### src/rtl/uart_rx.sv
// UART receiver: oversampled start/data/parity/stop deserializer with
// three-sample majority vote, one-cycle valid/error pulses.
module uart_rx #(
  parameter int unsigned DATA_WIDTH = 8
) (
  input  logic                  CLK,
  input  logic                  RST,
  input  logic                  RX_IN,
  input  logic [5:0]            PRESCALE,
  input  logic                  PAR_EN,
  input  logic                  PAR_TYP,
  output logic [DATA_WIDTH-1:0] P_DATA,
  output logic                  DATA_VALID,
  output logic                  PAR_ERR,
  output logic                  STP_ERR
);

  localparam int unsigned CNT_W = 6;
  localparam int unsigned BIT_W = $clog2(DATA_WIDTH + 1);

  typedef enum logic [2:0] {
    IDLE   = 3'd0,
    START  = 3'd1,
    DATA   = 3'd2,
    PARITY = 3'd3,
    STOP   = 3'd4,
    OUT    = 3'd5
  } state_t;

  state_t                state_q, state_d;
  logic [CNT_W-1:0]      edge_q, edge_d;
  logic [BIT_W-1:0]      bit_q, bit_d;
  logic [DATA_WIDTH-1:0] shreg_q, shreg_d;
  logic [2:0]            samp_q, samp_d;
  logic [CNT_W-1:0]      pre_q, pre_d;
  logic                  par_en_q, par_en_d;
  logic                  par_typ_q, par_typ_d;
  logic                  par_flag_q, par_flag_d;
  logic [DATA_WIDTH-1:0] p_data_d;
  logic                  dv_d, pe_d, se_d;

  logic [CNT_W-1:0]      half;
  logic                  last_edge;
  logic                  vote;
  logic                  par_exp;

  // Per-bit timing helpers and the 2-of-3 vote over the mid-bit samples
  always_comb begin
    half      = {1'b0, pre_q[CNT_W-1:1]};
    last_edge = (edge_q == pre_q - CNT_W'(1));
    vote      = (samp_q[0] & samp_q[1]) | (samp_q[0] & samp_q[2]) | (samp_q[1] & samp_q[2]);
    par_exp   = par_typ_q ? (^shreg_q) : (~^shreg_q);
  end

  // Next-state, datapath and output-pulse decode
  always_comb begin
    state_d    = state_q;
    edge_d     = edge_q;
    bit_d      = bit_q;
    shreg_d    = shreg_q;
    samp_d     = samp_q;
    pre_d      = pre_q;
    par_en_d   = par_en_q;
    par_typ_d  = par_typ_q;
    par_flag_d = par_flag_q;
    p_data_d   = P_DATA;
    dv_d       = 1'b0;
    pe_d       = 1'b0;
    se_d       = 1'b0;

    // Bit-period counter and mid-bit sampling while inside a frame
    if (state_q == START || state_q == DATA || state_q == PARITY || state_q == STOP) begin
      edge_d = last_edge ? '0 : edge_q + CNT_W'(1);
      if (edge_q == half - CNT_W'(1)) samp_d[0] = RX_IN;
      if (edge_q == half)             samp_d[1] = RX_IN;
      if (edge_q == half + CNT_W'(1)) samp_d[2] = RX_IN;
    end

    case (state_q)
      IDLE: begin
        // Falling-edge cycle is edge 0, so the counter resumes at 1
        if (!RX_IN) begin
          state_d    = START;
          edge_d     = CNT_W'(1);
          bit_d      = '0;
          pre_d      = PRESCALE;
          par_en_d   = PAR_EN;
          par_typ_d  = PAR_TYP;
          par_flag_d = 1'b0;
        end
      end
      START: begin
        if (last_edge) state_d = vote ? IDLE : DATA;
      end
      DATA: begin
        if (last_edge) begin
          shreg_d = {vote, shreg_q[DATA_WIDTH-1:1]};
          if (bit_q == BIT_W'(DATA_WIDTH - 1)) begin
            bit_d   = '0;
            state_d = par_en_q ? PARITY : STOP;
          end else begin
            bit_d = bit_q + BIT_W'(1);
          end
        end
      end
      PARITY: begin
        if (last_edge) begin
          if (vote != par_exp) par_flag_d = 1'b1;
          state_d = STOP;
        end
      end
      STOP: begin
        // Outputs are registered on entry to OUT so the pulse lands in the OUT cycle
        if (last_edge) begin
          state_d = OUT;
          if (!vote) begin
            se_d = 1'b1;
          end else if (par_flag_q) begin
            pe_d = 1'b1;
          end else begin
            dv_d     = 1'b1;
            p_data_d = shreg_q;
          end
        end
      end
      OUT: begin
        // A low line here is edge 0 of a back-to-back frame
        if (!RX_IN) begin
          state_d    = START;
          edge_d     = CNT_W'(1);
          bit_d      = '0;
          pre_d      = PRESCALE;
          par_en_d   = PAR_EN;
          par_typ_d  = PAR_TYP;
          par_flag_d = 1'b0;
        end else begin
          state_d = IDLE;
          edge_d  = '0;
        end
      end
      default: begin
        state_d = IDLE;
        edge_d  = '0;
      end
    endcase
  end

  // State, datapath and output registers
  always_ff @(posedge CLK or negedge RST) begin
    if (!RST) begin
      state_q    <= IDLE;
      edge_q     <= '0;
      bit_q      <= '0;
      shreg_q    <= '0;
      samp_q     <= '0;
      pre_q      <= '0;
      par_en_q   <= 1'b0;
      par_typ_q  <= 1'b0;
      par_flag_q <= 1'b0;
      P_DATA     <= '0;
      DATA_VALID <= 1'b0;
      PAR_ERR    <= 1'b0;
      STP_ERR    <= 1'b0;
    end else begin
      state_q    <= state_d;
      edge_q     <= edge_d;
      bit_q      <= bit_d;
      shreg_q    <= shreg_d;
      samp_q     <= samp_d;
      pre_q      <= pre_d;
      par_en_q   <= par_en_d;
      par_typ_q  <= par_typ_d;
      par_flag_q <= par_flag_d;
      P_DATA     <= p_data_d;
      DATA_VALID <= dv_d;
      PAR_ERR    <= pe_d;
      STP_ERR    <= se_d;
    end
  end

endmodule

### config.mk
export PLATFORM = sky130hd
export DESIGN_NAME = uart_rx
export DESIGN_NICKNAME = d
export VERILOG_FILES = /design/src/rtl/uart_rx.sv
export SDC_FILE = /design/constraint.sdc
export NUM_CORES = 1
export LEC_CHECK = 0
export CORE_ASPECT_RATIO = 0.8
export CORE_MARGIN = 5
export CORE_UTILIZATION = 35
export DETAILED_ROUTE_END_ITERATION = 10
export PLACE_DENSITY_LB_ADDON = 0.3
export SYNTH_ARGS = -nofsm -noshare
export SYNTH_HDL_FRONTEND = slang
export SYNTH_SLANG_ARGS = --single-unit
### constraint.sdc
create_clock -name CLK -period 3.1 [get_ports CLK]
set_input_delay 0.465 -clock CLK [delete_from_list [all_inputs] [get_ports CLK]]
set_output_delay 0.465 -clock CLK [all_outputs]
set_load 0.02 [all_outputs]
; ---- After elaboration in Yosys (flattened, before gate mapping)
; Index checks and enable logic that the tools add are counted.
[totals]
output_inout_bits = 11
word_cells = 100
ff_bits = 44
in_bits = 11
[classes]
addsub = 5
eq_ne = 19
n_mux = 35
n_reduce_logical = 19
n_bitwise = 7
[ops]
columns = operator, count
row1 = 3-bit 2-to-1 mux, 7
row2 = 6-bit == test, 3
row3 = 6-bit 2-to-1 mux, 3
row4 = 3-bit case mux with 6 select lines, 1
row5 = 6-bit case mux with 3 select lines, 1
row6 = 1-bit 2-to-1 mux, 17
row7 = 4-bit 2-to-1 mux, 3
row8 = 2-bit inequality test (second input constant), 6
row9 = 2-bit AND reduction, 5
row10 = 4-bit case mux with 2 select lines, 1
row11 = 4-bit AND reduction, 2
row12 = 8-bit XNOR reduction, 1
row13 = 8-bit XOR reduction, 1
row14 = 5-bit by 1-bit adder with 6-bit output (second input constant), 1
row15 = 6-bit by 1-bit adder with 6-bit output (second input constant), 1
row16 = 3-bit by 2-bit == test with 1-bit output (second input constant), 2
row17 = 3-bit == test (second input constant), 2
row18 = 6-bit by 5-bit == test with 1-bit output, 1
row19 = 6-bit AND reduction, 1
row20 = 5-bit by 1-bit subtractor with 6-bit output (second input constant), 1
row21 = 6-bit by 1-bit subtractor with 6-bit output (second input constant), 1
row22 = 4-bit by 1-bit adder with 4-bit output (second input constant), 1
row23 = 4-bit by 3-bit == test with 1-bit output (second input constant), 1
row24 = 2-bit by 1-bit inequality test with 1-bit output (second input constant), 2
row25 = 13 further kinds, 20

; ---- Logic depth before layout (Yosys ltp)
; Gate-level depths: netlist of run 1.
[logic_depth]
ltp_word = 7
depth_mapped = 10
mapped_depth_nobuf = 8

; ---- Worst setup path before layout of run 1
; Ideal clock, no wire load.
[synth_timing]
kind = register -> register
start = reg pre_q[2]
end = reg P_DATA[0]
setup_time_ns = 0.125
required_ns = 2.975
path_slack_ns = 0.674
n_path_buf = 2
arrival_time_ns = 2.301
path_stages_with_launch = 11
period_less_slack_ns = 2.426
cell_sequence = dfrtp_1 buf_2 inv_1 ha_1 a21boi_1 nand2_1 xnor2_2 nor3_4 and4b_1 buf_6 mux2_4
[synth_between]
elab_chain_cells = 3
[synth_rtl]
columns = element, line_no
row1 = start: declaration, 35  ; logic [CNT_W-1:0] pre_q, pre_d;
row2 = start signal: assignment, 170  ; pre_q <= pre_d;
row3 = 6-bit by 1-bit subtractor with 6-bit output, 50  ; last_edge = (edge_q == pre_q - CNT_W'(1));
row4 = 6-bit == test, 50
row5 = 4-bit AND reduction (no line), -
row6 = end signal: assignment, 174  ; P_DATA <= p_data_d;
row7 = end: declaration, 12  ; output logic [DATA_WIDTH-1:0] P_DATA,
; Every way passes these cells.
; A chain may end at the register's enable or synchronous reset.

; ---- Worst setup path after layout of run 1
[layout_timing]
start = reg pre_q[2]
end = reg bit_q[3]
[layout_between]
elab_chain_cells = 4
[layout_rtl]
columns = element, line_no
row1 = 6-bit by 1-bit subtractor with 6-bit output, 50
row2 = 6-bit == test, 50
row3 = 2-bit inequality test (no line), -
row4 = 3-bit AND reduction (no line), -
row5 = end signal: assignment, 167  ; bit_q <= bit_d;
row6 = end: declaration, 32  ; logic [BIT_W-1:0] bit_q, bit_d;
; Every way passes these cells.

==> results of run 1 <==
[report_power, final]
part           switching, mW  internal, mW
registers              0.177         0.690
clock network          0.190         0.284
logic                  0.607         0.536
total                  0.975          1.51
[cell usage after synthesis, drive strengths merged, types with 2 or more instances]
library cell  instances
nand4                 3
o21ai                11
or3                   4
a31oi                 2
nand2                26
maj3                  2
xnor2                27
and3                  3
clkbuf                6
nor2                 14
inv                   6
mux2                 24
o211ai                3
nor4                  3
xor2                  7
dfrtp                44
a21o                  2
nand3                 8
ha                    6
nand2b                7
nor3                  7
o31ai                 2
mux2i                 2
a21oi                 4
buf                   6
[sequential cells by signal, summed over array words and instances, names as in the netlist]
name and count:
par_typ_q 1, STP_ERR 1, state_q 3, shreg_q 8
par_flag_q 1, PAR_ERR 1, pre_q 6, bit_q 4
DATA_VALID 1, par_en_q 1, P_DATA 8, samp_q 3
edge_q 6
[layout make-up]
type                    count  area share
repair buffers             30      0.0911
well taps                  87      0.0364
multi-input cells         181       0.455
clock inverters             1      0.0100
flip-flops and latches     44       0.368
inverters                   6     0.00753
clock buffers               7      0.0322
[how the worst max path moves through the flow]
stage                              start                    end  slack, ns  cells after the start
floorplan           pre_q[2]$_DFFE_PN0P_  P_DATA[0]$_DFFE_PN0P_       0.67                     10
global placement    pre_q[2]$_DFFE_PN0P_   bit_q[3]$_DFFE_PN0P_       0.59                      8
detailed placement  pre_q[2]$_DFFE_PN0P_   bit_q[3]$_DFFE_PN0P_       0.55                      8
CTS                 pre_q[2]$_DFFE_PN0P_   bit_q[3]$_DFFE_PN0P_       0.54                      8
global route        pre_q[2]$_DFFE_PN0P_   bit_q[3]$_DFFE_PN0P_       0.32                      8
finish              pre_q[2]$_DFFE_PN0P_   bit_q[3]$_DFFE_PN0P_       0.59                      8
[routing by layer]
layer	vias to the layer above	wire length (um)	global-route usage	share of wire
met5	-	0	0	0
met2	31	1980	0.171	0.41
li1	891	-	-	-
met1	806	2610	0.167	0.54
met3	8	146	0.0194	0.030
met4	0	68	0.0393	0.014
[cell families after synthesis]
kind of cell,Yosys count
flip-flops,44
AO/OA/AOI/OAI,31
XOR/XNOR,34
AND/OR/NAND/NOR,82
buffers and inverters,18
adder cells (fa/ha/maj),8
multiplexers,26
[cells in the final DEF (no fill, tap or decap), types with 3 or more instances in the layout]
master,n
a21oi_1,4
mux2_4,8
xor2_1,7
nand4_1,3
nand2_1,26
and3_1,3
nand3_1,8
dfrtp_1,44
nor3_1,5
nor2_1,14
mux2_2,16
o211ai_1,3
clkbuf_8,7
o21ai_0,11
nand2b_1,7
xnor2_1,26
ha_1,6
buf_4,9
inv_1,6
clkdlybuf4s50_1,20
or3_1,3
[stage by stage]
stage	std cells	setup WS (ns)	hold slack, ns	utilization
6_report	356	0.592	0.323	0.428
5_1_grt	356	0.322	0.422	0.428
4_1_cts	356	0.543	0.363	0.428
3_5_place_dp	348	0.552	0.494	0.410
3_3_place_gp	348	0.591	0.484	0.410
2_1_floorplan	243	0.674	0.169	-
==> summary.txt, run 1 <==
Outcome
  – Status: finished clean

Die
  – Die ar.: 0.00910 sq mm
  – Initial core utilization: 0.365
  – Die W: 105 um
  – Site Rows: 27
  – Core box area: 0.00699 sq mm
  – Top Ports: 22
  – Die Height: 86.3 um

Synthesis
  – Post-synth EDFFs: 0
  – Fraction of synthesized cell area in xor and xnor cells: 0.120
  – Cell count after synthesis: 243
  – Share of Yosys cell area claimed by the top area cell type: 0.432
  – Yosys cell types: 48
  – Synth area leaders: dfrtp_1, xnor2_1, mux2_2, mux2_4, nand2_1
  – Synth Cell Area: 0.00255 sq mm
  – Syn Nets: 260
  – Compound-Gate Fraction of Synth Area: 0.0800
  – Dominant synthesized flop cell: dfrtp_1
  – YS warnings: 0
  – Asr flop ratio synth: 1.00
  – Register bit total from synthesis: 44
  – Area leader, netlist: dfrtp_1
  – Main combinational cell family by area after synthesis: simple AND/OR/NAND/NOR gates
  – Register area share after synthesis: 0.432
  – Mux share of post-synthesis cell area: 0.126
  – Syn avg cell area: 10.5 sq um
  – Post-synthesis adder-cell area fraction: 0.0373
  – Synth Area in Simple Gates: 0.171

Timing
  – Slew Viols, Final: 0
  – Final Skew: 0.00438 ns
  – Fin Setup TNS: 0 ns
  – Final setup violation count: 0
  – Crit share post-route: 0.809
  – RSZ-0062 raised after global routing: false
  – Slew @ Worst Pin: 0.968 ns
  – Fin. Hold Viols: 0
  – Max Freq: 399 MHz
  – Slew headroom: 0.354
  – Final min period: 2.51 ns

Final layout
  – Multi-input logic area: 0.00136 sq mm
  – Area growth syn-to-layout: 17.4%
  – Ant diodes: 0
  – Post-route cell area: 0.00299 sq mm
  – Sequential Area: 0.00110 sq mm
  – Fillers: 636
  – Layout Nets: 285
  – Share of layout cells above drive strength 1: 0.182

Setup path
  – Required time of the critical path: 3.28 ns
  – Startpoint Class: flop
  – Crit path kind: reg2reg
  – Max stage delay on crit path: 0.55 ns
  – Reg2reg end: bit_q[3]$_DFFE_PN0P_
  – R2R cell count: 8
  – Critical Path AT: 2.69 ns
  – Crit path cell chain: inv_1 -> ha_1 -> a21boi_1 -> nand2_1 -> xnor2_2 -> nor3_4 -> a41oi_1 -> or2_1
  – FF-to-FF setup slack: 0.59 ns
  – RR Startpoint: pre_q[2]$_DFFE_PN0P_
  – Critical path's top delay family: simple AND/OR/NAND/NOR gates
  – Critical path's slowest cell: nor3_4
  – Worst path bufs/invs: 1
  – Critical Path End Type: flop
  – Worst-path fanout max: 13

Placement
  – HPWL after DPL: 3.59 mm
  – Placed cell areas: 0.00287 sq mm
  – GP Congestion: 0.928
  – IO Port Bufs: 21

CTS
  – Cts bufs inserted: 5
  – CTS-repair resized insts: 0
  – Cts hold-fix bufs: 0
  – CTS Root Cell: clkbuf_8
  – TritonCTS clock tree: yes
  – Worst-skew pair later-pin latency: 0.29 ns
  – Clk sink count: 44
  – Depth of the CTS H-tree: 2
  – Clk buf depth: 2
  – Post-CTS setup buffers: 0
  – Clock-pin slew on the worst setup and hold paths: 0.08 ns

Detailed routing
  – Pre-antenna DRT Iters: 4
  – DRC errors left: 0
  – Vias per cell: 4.88
  – Wire per inst: 13.5 um
  – Antenna-violating nets left: 0
  – Initial DRC count: 98
  – Final wirelength: 4.81 mm
  – Vias: 1736

GRT
  – Grt total ovfl: 0
  – Initial antenna violation count: 0
  – Total track usage: 0.115
  – Number of global-route vias before repair: 1746
  – Pin count of the biggest net entering global routing: 45
  – First-pass GRT wire length: 8.49 mm

Power
  – Final Power: 2.49 mW
  – Worst vdd ir: 0.354 mV
  – Leak Pwr: 1.28 nW
  – Pwr Density: 831 mW/mm^2

Flow run
  – Max cap viols: 0

Min path
  – Min-delay worst type: in2async
Note: power is estimated with default switching activity, not from simulation.
==> run 2, diff against run 1 <==
- clock period: 3.1 -> 2.34 ns (I/O delays scaled with it)
==> run 2 against run 1 <==
Non-clock buffer count rose by 18. Core utilization rose by 2.3 points. Routed wire length rose by 7.9%. Flip-flop and latch count did not move. Largest cell class unchanged. Largest power group unchanged.
==> summary.txt, run 2 (same netlist as run 1, synthesis figures left out) <==
CTS
  – Clk buf depth: 2 (unchanged)
  – TritonCTS clock tree: yes
  – Depth of the CTS H-tree: 2 (unchanged)
  – CTS Root Cell: clkbuf_8
  – Clk sink count: 44 (unchanged)
  – Worst-skew pair later-pin latency: 0.30 ns (about the same)
  – Cts bufs inserted: 5 (unchanged)
  – Clock-pin slew on the worst setup and hold paths: 0.09 ns (about the same)

Final layout
  – Most frequent cells in the layout: dfrtp_1, xnor2_1, nand2_1
  – Area growth syn-to-layout: 23.8%
  – Share of layout cells above drive strength 1: 0.254 (+0.0722)
  – Top flop regs: P_DATA x8, shreg_q x8
  – Layout Nets: 303 (+6.3%)
  – Ant diodes: 0 (unchanged)
  – Commonest non-fill, non-tap cell in the layout: dfrtp_1

Min path
  – Min-delay worst type: reg2reg
  – Worst min-delay path startpoint: par_flag_q$_DFFE_PN0P_
  – Hold path cells: 2
  – WHS Endpoint: PAR_ERR$_DFF_PN0_

GRT
  – Total track usage: 0.118 (+0.00376)
  – Pin count of the biggest net entering global routing: 20 (-56%)
  – Number of global-route vias before repair: 1719 (-1.5%)
  – First-pass GRT wire length: 8.68 mm (+2.2%)
  – Initial antenna violation count: 0 (unchanged)
  – Grt total ovfl: 0 (unchanged)

Setup path
  – R2R cell count: 10 (+2)
  – Required time of the critical path: 2.52 ns (-0.76 ns)
  – Startpoint Class: flop
  – Reg2reg end: P_DATA[2]$_DFFE_PN0P_
  – Crit path kind: reg2reg
  – Worst-path fanout max: 8 (-5)
  – RR Startpoint: pre_q[1]$_DFFE_PN0P_
  – Critical path's slowest cell: dfrtp_1
  – FF-to-FF setup slack: 0.11 ns (-0.48 ns)
  – Crit path cell chain: inv_2 -> ha_4 -> buf_4 -> nand3b_1 -> o211ai_1 -> a31oi_2 -> nor3_4 -> and4b_1 -> buf_12 -> mux2_4
  – Critical Path End Type: flop
  – Max stage delay on crit path: 0.39 ns (-0.16 ns)
  – Critical Path AT: 2.41 ns (-0.28 ns)

Detailed routing
  – Vias per cell: 4.90 (+0.56%)
  – Antenna-violating nets left: 0 (unchanged)
  – Wire per inst: 13.9 um (+2.7%)
  – Final wirelength: 5.20 mm (+7.9%)
  – Initial DRC count: 107 (+9.2%)
  – DRC errors left: 0 (unchanged)
  – Vias: 1834 (+5.6%)
  – Pre-antenna DRT Iters: 4 (unchanged)

Power
  – Worst vdd ir: 0.522 mV (+47%)
  – Pwr Density: 1100 mW/mm^2 (+32%)
  – Leak Pwr: 1.35 nW (+5.9%)

Die
  – Die W: 105 um (unchanged)
  – Core box area: 0.00699 sq mm (unchanged)
  – Site Rows: 27 (unchanged)
  – Initial core utilization: 0.365 (unchanged)
  – Die ar.: 0.00910 sq mm (unchanged)
  – Top Ports: 22 (unchanged)
  – Die Height: 86.3 um (unchanged)

Timing
  – Slew headroom: 0.684 (+0.329)
  – Final min period: 2.23 ns (-0.280 ns)
  – Crit share post-route: 0.952 (+0.143)
  – Slew Viols, Final: 0 (unchanged)
  – Final Skew: 0.0136 ns (+0.00917 ns)
  – PnR worst setup slack: 0.111 ns (-0.480 ns)
  – Fin. Hold Viols: 0 (unchanged)
  – Slew @ Worst Pin: 0.471 ns (-0.497 ns)
  – Max Freq: 449 MHz (+13%)
  – Final setup violation count: 0 (unchanged)
  – Final hold slack: 0.499 ns (+0.176 ns)

Placement
  – Place WS: 0.0206 ns (-0.531 ns)
  – IO Port Bufs: 21 (unchanged)
  – HPWL after DPL: 3.81 mm (+6.0%)
  – GP Congestion: 0.765 (-18%)

Outcome
  – Status: finished clean

Flow run
  – Max cap viols: 0 (unchanged)
==> run 2: cell count changes in the layout (fill, tap and decap cells not counted), sizes merged <==
cell	delta
buf	+17
bufinv	-1
clkbuf	-2
clkinv	+1
clkinvlp	+1
dlygate4sd3	+1
inv	+1
==> run 2: worst max path at each step <==
stage                         startpoint               endpoint  depth (start not counted)
floorplan           pre_q[2]$_DFFE_PN0P_  P_DATA[0]$_DFFE_PN0P_                         10
global placement    pre_q[1]$_DFFE_PN0P_    edge_q[4]$_DFF_PN0_                          9
detailed placement  pre_q[1]$_DFFE_PN0P_    edge_q[4]$_DFF_PN0_                          9
CTS                 pre_q[1]$_DFFE_PN0P_    edge_q[4]$_DFF_PN0_                          9
global route        pre_q[1]$_DFFE_PN0P_  P_DATA[2]$_DFFE_PN0P_                          9
finish              pre_q[1]$_DFFE_PN0P_  P_DATA[2]$_DFFE_PN0P_                         10
==> run 2: what timing repair did <==
item / in CTS / in global routing
hold endpoints to repair: 12 / 0
resized for setup: 0 / 7
hold buffers: 1 / 0
setup buffers: 0 / 5
setup endpoints to repair: 0 / 11
==> run 2: where the power goes <==
part           total, mW  internal [mW]  switching [mW]
Sequential          1.09          0.915           0.171
Combinational       1.88          0.929           0.955
Clock              0.487          0.212           0.275
==> run 2: final cells by class <==
class,count,area (sq um)
inverters,6,22.5
clock inverters,3,21.3
flip-flops and latches,44,1100
fillers,642,3840
multi-input cells,181,1400
repair buffers,48,435
well taps,87,109
clock buffers,5,68.8
==> run 2: metal layers <==
layer,up-vias,global-route usage,share of wire
met1,872,0.178,0.54
li1,929,-,-
met4,0,0.0393,0.013
met2,27,0.171,0.42
met3,6,0.0201,0.028
met5,-,0,0
==> run 2: metrics by stage <==
step | instances | TNS [ns] | util | power (mW) | cell area (sq um)
floorplan | 243 | 0 | - | 2.36 | 2560
global placement | 360 | 0 | 0.427 | 2.83 | 2990
detailed placement | 360 | 0 | 0.427 | 2.84 | 2990
CTS | 369 | 0 | 0.442 | 3.35 | 3090
global route | 374 | -0.00910 | 0.451 | 3.73 | 3160
finish | 374 | 0 | 0.451 | 3.46 | 3160
==> run 2: critical path: cells and delay by family, from the launching register on <==
kind	cells	cell delay, ns
mux	1	0.30
flops	1	0.39
simple gates	3	0.62
fa+ha+maj	1	0.16
compound gates	2	0.29
buf+inv	3	0.37
